File: config.mk
export PLATFORM = sky130hd
export DESIGN_NAME = axa_undo_stack_flat
export DESIGN_NICKNAME = d
export VERILOG_FILES = /design/src/rtl/axa_undo_stack_pkg.sv /design/src/rtl/axa_undo_stack_if.sv /design/src/rtl/axa_undo_ram.sv /design/src/rtl/axa_undo_stack.sv /design/src/flat_wrapper.sv
export SDC_FILE = /design/constraint.sdc
export NUM_CORES = 1
export LEC_CHECK = 0
export ABC_CLOCK_PERIOD_IN_PS = 7900
export CORE_MARGIN = 5
export CORE_UTILIZATION = 28
export DETAILED_ROUTE_END_ITERATION = 16
export PLACE_DENSITY = 0.48
export SLEW_MARGIN = 0
export SYNTH_ARGS = -nofsm -noshare
export SYNTH_HDL_FRONTEND = slang
export SYNTH_SLANG_ARGS = --single-unit
File: constraint.sdc
create_clock -name clk -period 7.9 [get_ports clk]
set_input_delay 1.58 -clock clk [delete_from_list [all_inputs] [get_ports clk]]
set_output_delay 1.58 -clock clk [all_outputs]
set_load 0.02 [all_outputs]
File: src/rtl/axa_undo_stack_pkg.sv
// Shared AXA undo-stack definitions: word/depth sizing, source-type and opcode codes,
// and the RAM write-port payload used between the stack top and its storage.
`timescale 1ns/1ps
package axa_undo_stack_pkg;

  localparam int unsigned WORD       = 16;
  localparam int unsigned UNDO_DEPTH = 16;
  localparam int unsigned UNDO_AW    = $clog2(UNDO_DEPTH);

  typedef logic [WORD-1:0]    word_t;
  typedef logic [UNDO_AW-1:0] ptr_t;
  typedef logic [UNDO_AW:0]   cnt_t;

  // Register-read source selector; SRC_UNDO reads the stack through rd_idx/rd_data
  typedef enum logic [1:0] {
    SRC_REG  = 2'd0,
    SRC_IMM  = 2'd1,
    SRC_PC   = 2'd2,
    SRC_UNDO = 2'd3
  } src_type_e;

  typedef enum logic [3:0] {
    OP_NOP  = 4'h0,
    OP_ADD  = 4'h1,
    OP_SUB  = 4'h2,
    OP_AND  = 4'h3,
    OP_OR   = 4'h4,
    OP_XOR  = 4'h5,
    OP_SHL  = 4'h6,
    OP_SHR  = 4'h7,
    OP_LD   = 4'h8,
    OP_ST   = 4'h9,
    OP_BR   = 4'hA,
    OP_JMP  = 4'hB,
    OP_LAND = 4'hC
  } opcode_e;

  // ALU results that overwrite a destination register, so the old value is saved
  function automatic logic op_pushes_dest(opcode_e op);
    case (op)
      OP_ADD, OP_SUB, OP_AND, OP_OR, OP_XOR, OP_SHL, OP_SHR, OP_LD: return 1'b1;
      default:                                                      return 1'b0;
    endcase
  endfunction

  function automatic logic op_pushes_pc(opcode_e op);
    return (op == OP_BR) || (op == OP_JMP);
  endfunction

  typedef struct packed {
    logic  we;
    ptr_t  addr;
    word_t data;
  } ram_wr_t;

endpackage

File: src/rtl/axa_undo_stack_if.sv
// Push / pop / random-read bundle between the ALU, register-read and commit stages
// and the undo stack.
`timescale 1ns/1ps
interface axa_undo_stack_if;
  import axa_undo_stack_pkg::*;

  logic  push_dest_vld;
  word_t push_dest;
  logic  push_pc_vld;
  word_t push_pc;
  logic  pop_req;
  logic  pop_vld;
  word_t pop_data;
  ptr_t  rd_idx;
  word_t rd_data;
  cnt_t  count;
  logic  empty;
  logic  full;
  logic  overflow;
  logic  underflow;

  modport master (
    output push_dest_vld, push_dest, push_pc_vld, push_pc, pop_req, rd_idx,
    input  pop_vld, pop_data, rd_data, count, empty, full, overflow, underflow
  );

  modport slave (
    input  push_dest_vld, push_dest, push_pc_vld, push_pc, pop_req, rd_idx,
    output pop_vld, pop_data, rd_data, count, empty, full, overflow, underflow
  );

endinterface

File: src/rtl/axa_undo_ram.sv
// Undo-stack storage: two synchronous write ports (wr1 wins on a clash) and two
// asynchronous read ports. Contents are deliberately not reset.
`timescale 1ns/1ps
module axa_undo_ram
  import axa_undo_stack_pkg::*;
(
  input  logic    clk,
  input  ram_wr_t wr0,
  input  ram_wr_t wr1,
  input  ptr_t    ra0,
  output word_t   rd0,
  input  ptr_t    ra1,
  output word_t   rd1
);

  word_t mem [UNDO_DEPTH];

  always_ff @(posedge clk) begin
    if (wr0.we) mem[wr0.addr] <= wr0.data;
    if (wr1.we) mem[wr1.addr] <= wr1.data;
  end

  assign rd0 = mem[ra0];
  assign rd1 = mem[ra1];

endmodule

File: src/rtl/axa_undo_stack.sv
// Circular LIFO of pre-write dest values and return PCs; the oldest entry is
// overwritten when full. Registered pop port plus combinational offset-from-top read.
`timescale 1ns/1ps
module axa_undo_stack
  import axa_undo_stack_pkg::*;
(
  input logic             clk,
  input logic             reset,
  axa_undo_stack_if.slave bus
);

  ptr_t  top_q,      top_nxt;
  cnt_t  count_q,    count_nxt;
  logic  empty_q,    empty_nxt;
  logic  full_q,     full_nxt;
  logic  ovf_q,      ovf_nxt;
  logic  unf_q,      unf_nxt;
  logic  pop_vld_q,  pop_vld_nxt;
  word_t pop_data_q, pop_data_nxt;

  logic       pop_eff_c;
  logic [1:0] npush_c;
  ptr_t       base_c;
  cnt_t       sum_c;
  ram_wr_t    wr0_c, wr1_c;
  ptr_t       ra_rd_c, ra_pop_c;
  word_t      rd_mem_c, pop_mem_c;

  axa_undo_ram u_ram (
    .clk (clk),
    .wr0 (wr0_c),
    .wr1 (wr1_c),
    .ra0 (ra_rd_c),
    .rd0 (rd_mem_c),
    .ra1 (ra_pop_c),
    .rd1 (pop_mem_c)
  );

  // Pop resolves first against the pre-cycle state; pushes then build on the popped top
  always_comb begin
    pop_eff_c    = 1'b0;
    npush_c      = 2'd0;
    base_c       = top_q;
    sum_c        = count_q;
    wr0_c        = '0;
    wr1_c        = '0;
    ra_rd_c      = top_q - ptr_t'(1) - bus.rd_idx;
    ra_pop_c     = top_q - ptr_t'(1);
    top_nxt      = top_q;
    count_nxt    = count_q;
    empty_nxt    = empty_q;
    full_nxt     = full_q;
    ovf_nxt      = ovf_q;
    unf_nxt      = 1'b0;
    pop_vld_nxt  = bus.pop_req;
    pop_data_nxt = pop_data_q;

    pop_eff_c = bus.pop_req && (count_q != '0);
    npush_c   = {1'b0, bus.push_dest_vld} + {1'b0, bus.push_pc_vld};
    base_c    = pop_eff_c ? (top_q - ptr_t'(1)) : top_q;
    sum_c     = count_q - cnt_t'(pop_eff_c) + cnt_t'(npush_c);

    if (bus.pop_req) begin
      pop_data_nxt = pop_eff_c ? pop_mem_c : '0;
      unf_nxt      = !pop_eff_c;
    end

    // Dest always lands below pc when both push together
    wr0_c.we   = bus.push_dest_vld || bus.push_pc_vld;
    wr0_c.addr = base_c;
    wr0_c.data = bus.push_dest_vld ? bus.push_dest : bus.push_pc;
    wr1_c.we   = bus.push_dest_vld && bus.push_pc_vld;
    wr1_c.addr = base_c + ptr_t'(1);
    wr1_c.data = bus.push_pc;

    top_nxt = base_c + ptr_t'(npush_c);

    if (sum_c > cnt_t'(UNDO_DEPTH)) begin
      count_nxt = cnt_t'(UNDO_DEPTH);
      ovf_nxt   = 1'b1;
    end else begin
      count_nxt = sum_c;
    end

    empty_nxt = (count_nxt == '0);
    full_nxt  = (count_nxt == cnt_t'(UNDO_DEPTH));
  end

  always_ff @(posedge clk or posedge reset) begin
    if (reset) begin
      top_q      <= '0;
      count_q    <= '0;
      empty_q    <= 1'b1;
      full_q     <= 1'b0;
      ovf_q      <= 1'b0;
      unf_q      <= 1'b0;
      pop_vld_q  <= 1'b0;
      pop_data_q <= '0;
    end else begin
      top_q      <= top_nxt;
      count_q    <= count_nxt;
      empty_q    <= empty_nxt;
      full_q     <= full_nxt;
      ovf_q      <= ovf_nxt;
      unf_q      <= unf_nxt;
      pop_vld_q  <= pop_vld_nxt;
      pop_data_q <= pop_data_nxt;
    end
  end

  // Entries at or beyond count are stale storage and read as zero
  assign bus.rd_data   = (cnt_t'(bus.rd_idx) < count_q) ? rd_mem_c : '0;
  assign bus.pop_vld   = pop_vld_q;
  assign bus.pop_data  = pop_data_q;
  assign bus.count     = count_q;
  assign bus.empty     = empty_q;
  assign bus.full      = full_q;
  assign bus.overflow  = ovf_q;
  assign bus.underflow = unf_q;

endmodule

File: src/flat_wrapper.sv
// flat-port wrapper written by rule: the top's interface ports become plain ports
module axa_undo_stack_flat import axa_undo_stack_pkg::*;
  (clk, reset, bus_push_dest_vld, bus_push_dest, bus_push_pc_vld, bus_push_pc, bus_pop_req, bus_rd_idx, bus_pop_vld, bus_pop_data, bus_rd_data, bus_count, bus_empty, bus_full, bus_overflow, bus_underflow);
  axa_undo_stack_if bus_i ();
  input logic clk;
  input logic reset;
  input wire logic [$bits(bus_i.push_dest_vld)-1:0] bus_push_dest_vld;
  input wire logic [$bits(bus_i.push_dest)-1:0] bus_push_dest;
  input wire logic [$bits(bus_i.push_pc_vld)-1:0] bus_push_pc_vld;
  input wire logic [$bits(bus_i.push_pc)-1:0] bus_push_pc;
  input wire logic [$bits(bus_i.pop_req)-1:0] bus_pop_req;
  input wire logic [$bits(bus_i.rd_idx)-1:0] bus_rd_idx;
  output wire logic [$bits(bus_i.pop_vld)-1:0] bus_pop_vld;
  output wire logic [$bits(bus_i.pop_data)-1:0] bus_pop_data;
  output wire logic [$bits(bus_i.rd_data)-1:0] bus_rd_data;
  output wire logic [$bits(bus_i.count)-1:0] bus_count;
  output wire logic [$bits(bus_i.empty)-1:0] bus_empty;
  output wire logic [$bits(bus_i.full)-1:0] bus_full;
  output wire logic [$bits(bus_i.overflow)-1:0] bus_overflow;
  output wire logic [$bits(bus_i.underflow)-1:0] bus_underflow;
  assign bus_i.push_dest_vld = bus_push_dest_vld;
  assign bus_i.push_dest = bus_push_dest;
  assign bus_i.push_pc_vld = bus_push_pc_vld;
  assign bus_i.push_pc = bus_push_pc;
  assign bus_i.pop_req = bus_pop_req;
  assign bus_i.rd_idx = bus_rd_idx;
  assign bus_pop_vld = bus_i.pop_vld;
  assign bus_pop_data = bus_i.pop_data;
  assign bus_rd_data = bus_i.rd_data;
  assign bus_count = bus_i.count;
  assign bus_empty = bus_i.empty;
  assign bus_full = bus_i.full;
  assign bus_overflow = bus_i.overflow;
  assign bus_underflow = bus_i.underflow;
  axa_undo_stack u_core (.clk(clk), .reset(reset), .bus(bus_i));
endmodule
== Word-level counts from Yosys, hierarchy flattened ==
Memories as Yosys holds them, arrays and structs flattened.
Cells that the tools add are included.
W data, S select, Z words.

* RAM bits: 256
* Input port bits: 41
* Word-level logic and storage cells: 35
* Memories: 1
* Bits in registers: 30

* $add $sub $neg: 7
* Reductions and logical operators: 6
* $lt $le $gt $ge: 2
* Mux-type cells: 10
* Equal/unequal tests: 1

{| class="wikitable"
|+ Memory list
! name !! depth !! width !! read ports !! clocked after Yosys merged registers in !! wr ports !! RTL line !! RTL
|-
| u_core.u_ram.mem || 16 || 16 || 2 || 0 || 2 || axa_undo_ram.sv:16 || <nowiki>word_t mem [UNDO_DEPTH];</nowiki>
|}

{| class="wikitable"
|+ Operator list
! operator !! number
|-
| $mux W16 || 3
|-
| $add A5 B2 Y5 || 1
|-
| $eq A5 B5 Y1 const B || 1
|-
| $gt A5 B5 Y1 const B || 1
|-
| $logic_not A5 Y1 || 1
|-
| $lt A4 B5 Y1 || 1
|-
| $mux W1 || 5
|-
| $mux W5 || 1
|-
| $reduce_bool A5 Y1 || 1
|-
| $sub A5 B1 Y5 || 1
|-
| $add A4 B1 Y4 const B || 1
|-
| $add A4 B2 Y4 || 1
|-
| $mux W4 || 1
|-
| $sub A4 B1 Y4 const B || 1
|-
| $sub A4 B4 Y4 || 1
|-
| $add A1 B1 Y2 || 1
|-
| $logic_and A1 B1 Y1 || 2
|-
| $logic_not A1 Y1 || 1
|-
| $logic_or A1 B1 Y1 || 1
|}

== Longest topological paths before layout ==
Gate-level depths: netlist (run 1).

* Word-level depth: 7
* Depth in mapped cells: 15

== By module ==
Synthesis (run 1) repeated with hierarchy kept, for this count alone.

* Cells, all modules: 1131
* Area, all modules: 17135.2 um^2

{| class="wikitable"
|+ Modules (own cells, without submodules)
! module !! cells an instance !! instances !! area an instance (um^2)
|-
| axa_undo_ram || 890 || 1 || 15014.4
|-
| axa_undo_stack || 241 || 1 || 2120.8
|}

== Worst setup path before layout (run 1) ==
Ideal clock, no wire load.

* Path type: input -> output
* Start: in bus_rd_idx[0]
* End: out bus_rd_data[10]
* Data required time: 6.320 ns
* Data arrival time: 4.229 ns
* Setup slack: 2.091 ns
* Buffers on the path: 3
* Stages on the path: 8
* Path through: ha_1 > fa_1 > clkbuf_1 > clkbuf_1 > clkbuf_1 > mux4_2 > mux2i_1 > a211oi_1

* Word-level cells in the longest chain between the ends: 3
* Elaborated cells on any way between the ends: 4
* Classes of those cells: add/sub: 1; order compare: 1; mux: 1; memory: 1

{| class="wikitable"
|+ Ends and longest elaborated chain
! item !! RTL line !! RTL
|-
| start: declaration || flat_wrapper.sv:12 || <nowiki>input wire logic [$bits(bus_i.rd_idx)-1:0] bus_rd_idx;</nowiki>
|-
| $sub A4 B4 Y4 || axa_undo_stack.sv:47 || <nowiki>ra_rd_c = top_q - ptr_t'(1) - bus.rd_idx;</nowiki>
|-
| $mem_v2 Z16 W16 || -- ||
|-
| $mux W16 (*) || axa_undo_stack.sv:112 || <nowiki>assign bus.rd_data = (cnt_t'(bus.rd_idx) < count_q) ? rd_mem_c : '0;</nowiki>
|-
| end: declaration || flat_wrapper.sv:15 || <nowiki>output wire logic [$bits(bus_i.rd_data)-1:0] bus_rd_data;</nowiki>
|}

Every way passes the cells marked *; elsewhere a longest branch is shown, timed or not.

== Worst setup path after layout (run 1) ==
* Start: in bus_rd_idx[0]
* End: out bus_rd_data[6]

The elaborated chain is that of the path after synthesis.

==> results.toml, run 1 <==
[sta]
rsz0062_at_grt = "no"
finalCritPeriodShare = 0.8792
tns_ns = 0
finalWorstPathRequiredPeriod_ns = 6.946
fmax_ghz = 0.1440
hold_viol_final = 0
worst_pin_slew_ns = 1.001
whs_ns = 0.4728
fin_skew_ns = 0.01463
slew_viol_final = 0
max-slew-margin-rel = 0.3287
setup_violations = 0

[power]
ir_drop_mv = 0.3172
p_int_uw = 5521
clkPwrFrac = 0.161
pwr-share-seq = 0.236
combPwrFrac = 0.603
power_density_nw_per_um2 = 486.0
p_sw_uw = 4237
p_leak_uw = 0.006530
power.total_uw = 9758
switching_share = 0.4342

[grt]
grt_overflow = 0
grt_max_degree = 56
grt_pass1_wl_um = 83890
grt_use_total = 0.1753
antenna_found_initial = 2
grt_pass1_vias = 11147

[setup_path]
cp.required_ns = 6.32
cp_data_arrival_time_ns = 5.37
cp_max_fo = 22
rrSetupSlack_ns = 3.11
start_kind = "input port"
endpoint = "bus_rd_data[6]"
r2r_start = "u_core.top_q[0]$_DFF_PP0_"
crit_start = "bus_rd_idx[0]"
end_kind = "primary output"
path_class = "input port to primary output"
r2r-end = "u_core.u_ram.mem[6][7]$_DFFE_PP_"
worstRegToRegCells = 9

[cells_and_area]
drive_gt1_frac = 0.4406
fin_util = 0.3326
area_growth_pct = 17.72
final_common_cell = "edfxtp_1"
nets = 1214
diodes = 0
final_cell_mix = "edfxtp_1, mux2_2, mux4_2"

[routing]
finalWirelength_um = 58790
drt-initial-drc-count = 963
dr.pass1.iters = 5
detail_route.wl_per_cell_um = 30.00
drc = 0
via_count = 10675
viasPerCell = 5.446
antenna_left = 0

[clock_network]
root_buffer = "clkbuf_16"
cts_setup_buffers = 0
htreeDepth = 2
clk_latency_ns = 0.55
clkTransAtPathRegs_ns = 0.06
cts_resized = 0
cts_tree = "yes"
clkSinkCount = 286
cts.path.max_buffers = 3
hold_buffers = 0
cts_buffers = 36

[yosys]
syn_avg_cell_area_sq_um = 15.65
syn_area_sq_um = 17060
synth_edf_count = 256
async_flop_share = 0.1049
yosysWarnings = 0
yosysSeqAreaShare = 0.4948
synth_fp_nets = 1152
ys_ff_latch = 286
syn-instance-count = 1090
synthDistinctLibCells = 57
synth_ff_type = "edfxtp_1"

[floorplan]
die_h_um = 256.8
chipWidth_um = 256.8
core_region_area_sq_um = 60360
rows = 90
initial_core_util = 0.2826
die_area_sq_um = 65950
ios = 83

[run_status]
outcome = "finished clean"

[hold_path]
min_path_type = "flip-flop to flip-flop"

[run]
max-cap-violations = 0

[placed_design]
routabilityCongestion = 0.8132
dp_hpwl_um = 35080
portBuffers = 82
[per-stage QoR]
step | instance area (sq um) | instances | setup WS [ns]
after floorplan | 17060 | 1090 | 2.091
after global placement | 18980 | 1896 | 0.9707
after detailed placement | 18980 | 1896 | 0.9896
after CTS | 20080 | 1960 | 0.9711
after global routing | 20080 | 1960 | 0.8519
final | 20080 | 1960 | 0.9541
[worst min-delay path by stage]
| stage | start | end | cells past startpoint |
|---|---|---|---|
| after floorplan | u_core.bus.overflow$_DFFE_PP0P_ | u_core.bus.overflow$_DFFE_PP0P_ | 1 |
| final | u_core.bus.overflow$_DFFE_PP0P_ | u_core.bus.overflow$_DFFE_PP0P_ | 1 |
| after global placement | u_core.bus.overflow$_DFFE_PP0P_ | u_core.bus.overflow$_DFFE_PP0P_ | 1 |
| after CTS | u_core.bus.overflow$_DFFE_PP0P_ | u_core.bus.overflow$_DFFE_PP0P_ | 1 |
| after global routing | u_core.bus.overflow$_DFFE_PP0P_ | u_core.bus.overflow$_DFFE_PP0P_ | 1 |
| after detailed placement | u_core.bus.overflow$_DFFE_PP0P_ | u_core.bus.overflow$_DFFE_PP0P_ | 1 |
[state kept, by name (all words and copies together), names as in the netlist]
register,flops
u_core.bus.empty,1
u_core.bus.count,5
u_core.bus.pop_vld,1
u_core.bus.underflow,1
u_core.bus.overflow,1
u_core.u_ram.mem,256
u_core.bus.full,1
u_core.top_q,4
u_core.bus.pop_data,16
[routing by layer]
layer,GRT usage,up-vias,routed length (um)
met5,0,-,21
met4,0.05965,4,2112
met3,0.02932,100,3162
met2,0.2614,361,25860
met1,0.2596,5656,27640
li1,-,4554,-
[logic make-up (layout without fill, tap and decap cells)]
family,Yosys count,in the layout,synth area share
AOI/OAI and AO/OA,107,107,0.04878
muxes,436,436,0.3697
xor gates and xnor gates,13,13,0.007482
and+or+nand+nor,103,103,0.03184
DFF,286,286,0.4948
adders and majority gates,21,21,0.01673
buffers and inverters,124,212,0.03066
[final cells by class]
type,count,area [sq um]
fillers,5847,40280
repair buffers,124,1161
flip-flops and latches,286,8443
inverters,24,90.09
clock inverters,10,63.81
multi-input cells,680,8310
clock buffers,54,1031
well taps,782,978.4
[power groups by stage]
stage	clock network, uW	registers, uW	logic (uW)
3_3_place_gp	0	2330	5920
6_report	1570	2310	5880
2_1_floorplan	0	2280	3600
3_5_place_dp	0	2330	5910
4_1_cts	1610	2300	5940
5_1_grt	1670	2340	6220
[worst max-delay path, cell delays in order]
cell,delay [ns]
clkdlybuf4s50_1,0.49
ha_4,0.21
fa_4,1.11
buf_4,0.35
mux4_2,0.22
nor2b_1,0.13
a211oi_1,0.07
a211oi_1,0.47
clkdlybuf4s50_1,0.70
[Yosys cell counts, types with 5 or more instances]
library cell	n	area (sq um)
edfxtp_1	256	7687
mux2_2	252	2838
mux4_2	128	2883
clkbuf_1	63	236.5
nor2_1	40	150.1
a211oi_1	39	292.8
mux2i_1	36	360.4
dfrtp_1	29	725.7
buf_2	24	120.1
inv_1	22	82.58
mux2_1	20	225.2
ha_1	18	225.2
nand2_1	18	67.56
nor2b_1	18	112.6
xnor2_1	11	96.34
o221ai_1	9	78.83
o2bb2ai_1	9	78.83
a221oi_1	7	61.31
and2_1	7	43.79
buf_1	7	26.28
o21ai_0	7	35.03
a21oi_1	6	30.03
a21oi_2	5	43.79
nor3_1	5	25.02
No activity file was read; power rests on OpenSTA's default activity.
==> run 2, diff against run 1 <==
--- a/config.mk
+++ b/config.mk
@@ -8,8 +8,10 @@
 export ABC_CLOCK_PERIOD_IN_PS = 7900
 export CORE_MARGIN = 5
 export CORE_UTILIZATION = 28
+export CTS_CLUSTER_DIAMETER = 80
 export DETAILED_ROUTE_END_ITERATION = 16
 export PLACE_DENSITY = 0.48
+export SETUP_SLACK_MARGIN = 0.3
 export SLEW_MARGIN = 0
 export SYNTH_ARGS = -nofsm -noshare
 export SYNTH_HDL_FRONTEND = slang
==> run 2 against run 1 <==
  * Utilization is 0.11 points higher
  * Non-clock buffer count stayed put
  * Via count is 0.56% higher
  * Critical path depth stayed put
  * Hold slack better by 0.0031 ns
  * Clock power is 4% higher
  * Flip-flop and latch count stayed put
  * Critical endpoint unchanged
  * Largest cell class unchanged
  * Largest power group unchanged
==> results.toml, run 2 (synthesis results as in run 1) <==
[placed_design]
dp_hpwl_um = 35080
portBuffers = 82
dp.cells = 1896
routabilityCongestion = 0.8132

[floorplan]
rows = 90
chipWidth_um = 256.8
die_area_sq_um = 65950
initial_core_util = 0.2826
die_h_um = 256.8
core_region_area_sq_um = 60360
ios = 83

[setup_path]
worstRegToRegCells = 9
cp_cell_sequence = "clkdlybuf4s50_1 > ha_4 > fa_4 > buf_4 > mux4_2 > nor2b_1 > a211oi_1 > a211oi_1 > clkdlybuf4s50_1"
r2r_start = "u_core.top_q[0]$_DFF_PP0_"
r2r-end = "u_core.u_ram.mem[6][6]$_DFFE_PP_"
max_stage_delay_ns = 1.10
crit_slowest_cell = "fa_4"
rrSetupSlack_ns = 3.07
start_kind = "input port"
cp_max_fo = 22
path_class = "input port to primary output"
end_kind = "primary output"
cp.required_ns = 6.32
cp_data_arrival_time_ns = 5.33

[run]
max-cap-violations = 0

[routing]
viasPerCell = 5.469
via_count = 10735
drc = 0
finalWirelength_um = 58850
drt-initial-drc-count = 1064
dr.pass1.iters = 5
detail_route.wl_per_cell_um = 29.98
antenna_left = 0

[power]
combPwrFrac = 0.598
p_int_uw = 5583
p_sw_uw = 4240
power_density_nw_per_um2 = 487.7
p_leak_uw = 0.006561
switching_share = 0.4316
pwr-share-seq = 0.235
ir_drop_mv = 0.3258
clkPwrFrac = 0.167

[grt]
grt_overflow = 0
grt_pass1_vias = 11175
grt_max_degree = 56
grt_pass1_wl_um = 84050
antenna_found_initial = 2
grt_use_total = 0.1756

[clock_network]
clkTransAtPathRegs_ns = 0.05
hold_buffers = 0
clk_latency_ns = 0.56
cts_resized = 0
htreeDepth = 2
cts_buffers = 38
cts_setup_buffers = 0
cts.path.max_buffers = 3
cts_tree = "yes"
clkSinkCount = 286
root_buffer = "clkbuf_16"

[sta]
slew_viol_final = 0
hold_viol_final = 0
max-slew-margin-rel = 0.3205
worst_pin_slew_ns = 1.019
finalWorstPathRequiredPeriod_ns = 6.911
fmax_ghz = 0.1447
finalCritPeriodShare = 0.8748
setup_violations = 0
fin_skew_ns = 0.02420
rsz0062_at_grt = "no"
tns_ns = 0

[cells_and_area]
regMostFlops = "u_core.u_ram.mem"
largest_reg_flops = 256
stdcell_count = 1963
nets = 1216
diodes = 0
final_common_cell = "edfxtp_1"
drive_gt1_frac = 0.4412
fill_cells = 5835
final_cell_mix = "edfxtp_1, mux2_2, mux4_2"
area_growth_pct = 18.09

[hold_path]
hp-start = "u_core.bus.overflow$_DFFE_PP0P_"
hold_end = "u_core.bus.overflow$_DFFE_PP0P_"
whs_path_depth = 1
min_path_type = "flip-flop to flip-flop"

[run_status]
outcome = "finished clean"
run 2: worst max path at each step:
stage,from,endpoint,cells after the start
after CTS,bus_rd_idx[0],bus_rd_data[0],8
after detailed placement,bus_rd_idx[0],bus_rd_data[0],8
after floorplan,bus_rd_idx[0],bus_rd_data[10],8
final,bus_rd_idx[0],bus_rd_data[6],9
after global routing,bus_rd_idx[0],bus_rd_data[7],9
after global placement,bus_rd_idx[0],bus_rd_data[5],9
run 2: critical path, delay by kind of cell:
family / cells / cell delay [ns]
buf+inv: 3 / 1.53
compound gates: 2 / 0.50
mux: 1 / 0.22
simple gates: 1 / 0.13
fa+ha+maj: 2 / 1.31
run 2: metal layers:
layer	vias up	part of all wire	global-route usage
met3	100	0.058	0.02804
li1	4562	-	-
met2	377	0.44	0.2632
met5	-	0.00036	0
met4	4	0.036	0.06039
met1	5692	0.47	0.2592
run 2: area by class of cell:
type                       instances  area [sq um]  share of cell area
sequential                       286          8443              0.4192
tap                              782         978.4             0.04858
timing repair buffer             124          1161             0.05765
clock inverter                    12         102.6            0.005094
multi-input combinational        680          8310              0.4126
inverter                          24         90.09            0.004473
clock buffer                      55          1056             0.05243
run 2: power by group through the flow:
stage	clock [uW]	combinational, uW	sequential (uW)
global route	1750	6220	2340
finish	1640	5870	2310
floorplan	0	3600	2280
CTS	1690	5940	2300
detailed placement	0	5910	2330
global placement	0	5920	2330
run 2: per-stage QoR:
step                      cell area (sq um)  utilization  setup slack [ns]  power [uW]  hold WS (ns)
after floorplan                       17060            -             2.091        5882        0.5654
after global placement                18980       0.3145            0.9707        8244        0.4437
after detailed placement              18980       0.3145            0.9896        8242        0.4732
after CTS                             20140       0.3337            0.9711        9930        0.4854
after global routing                  20140       0.3337            0.8519       10320        0.5036
final                                 20140       0.3337            0.9890        9824        0.4759
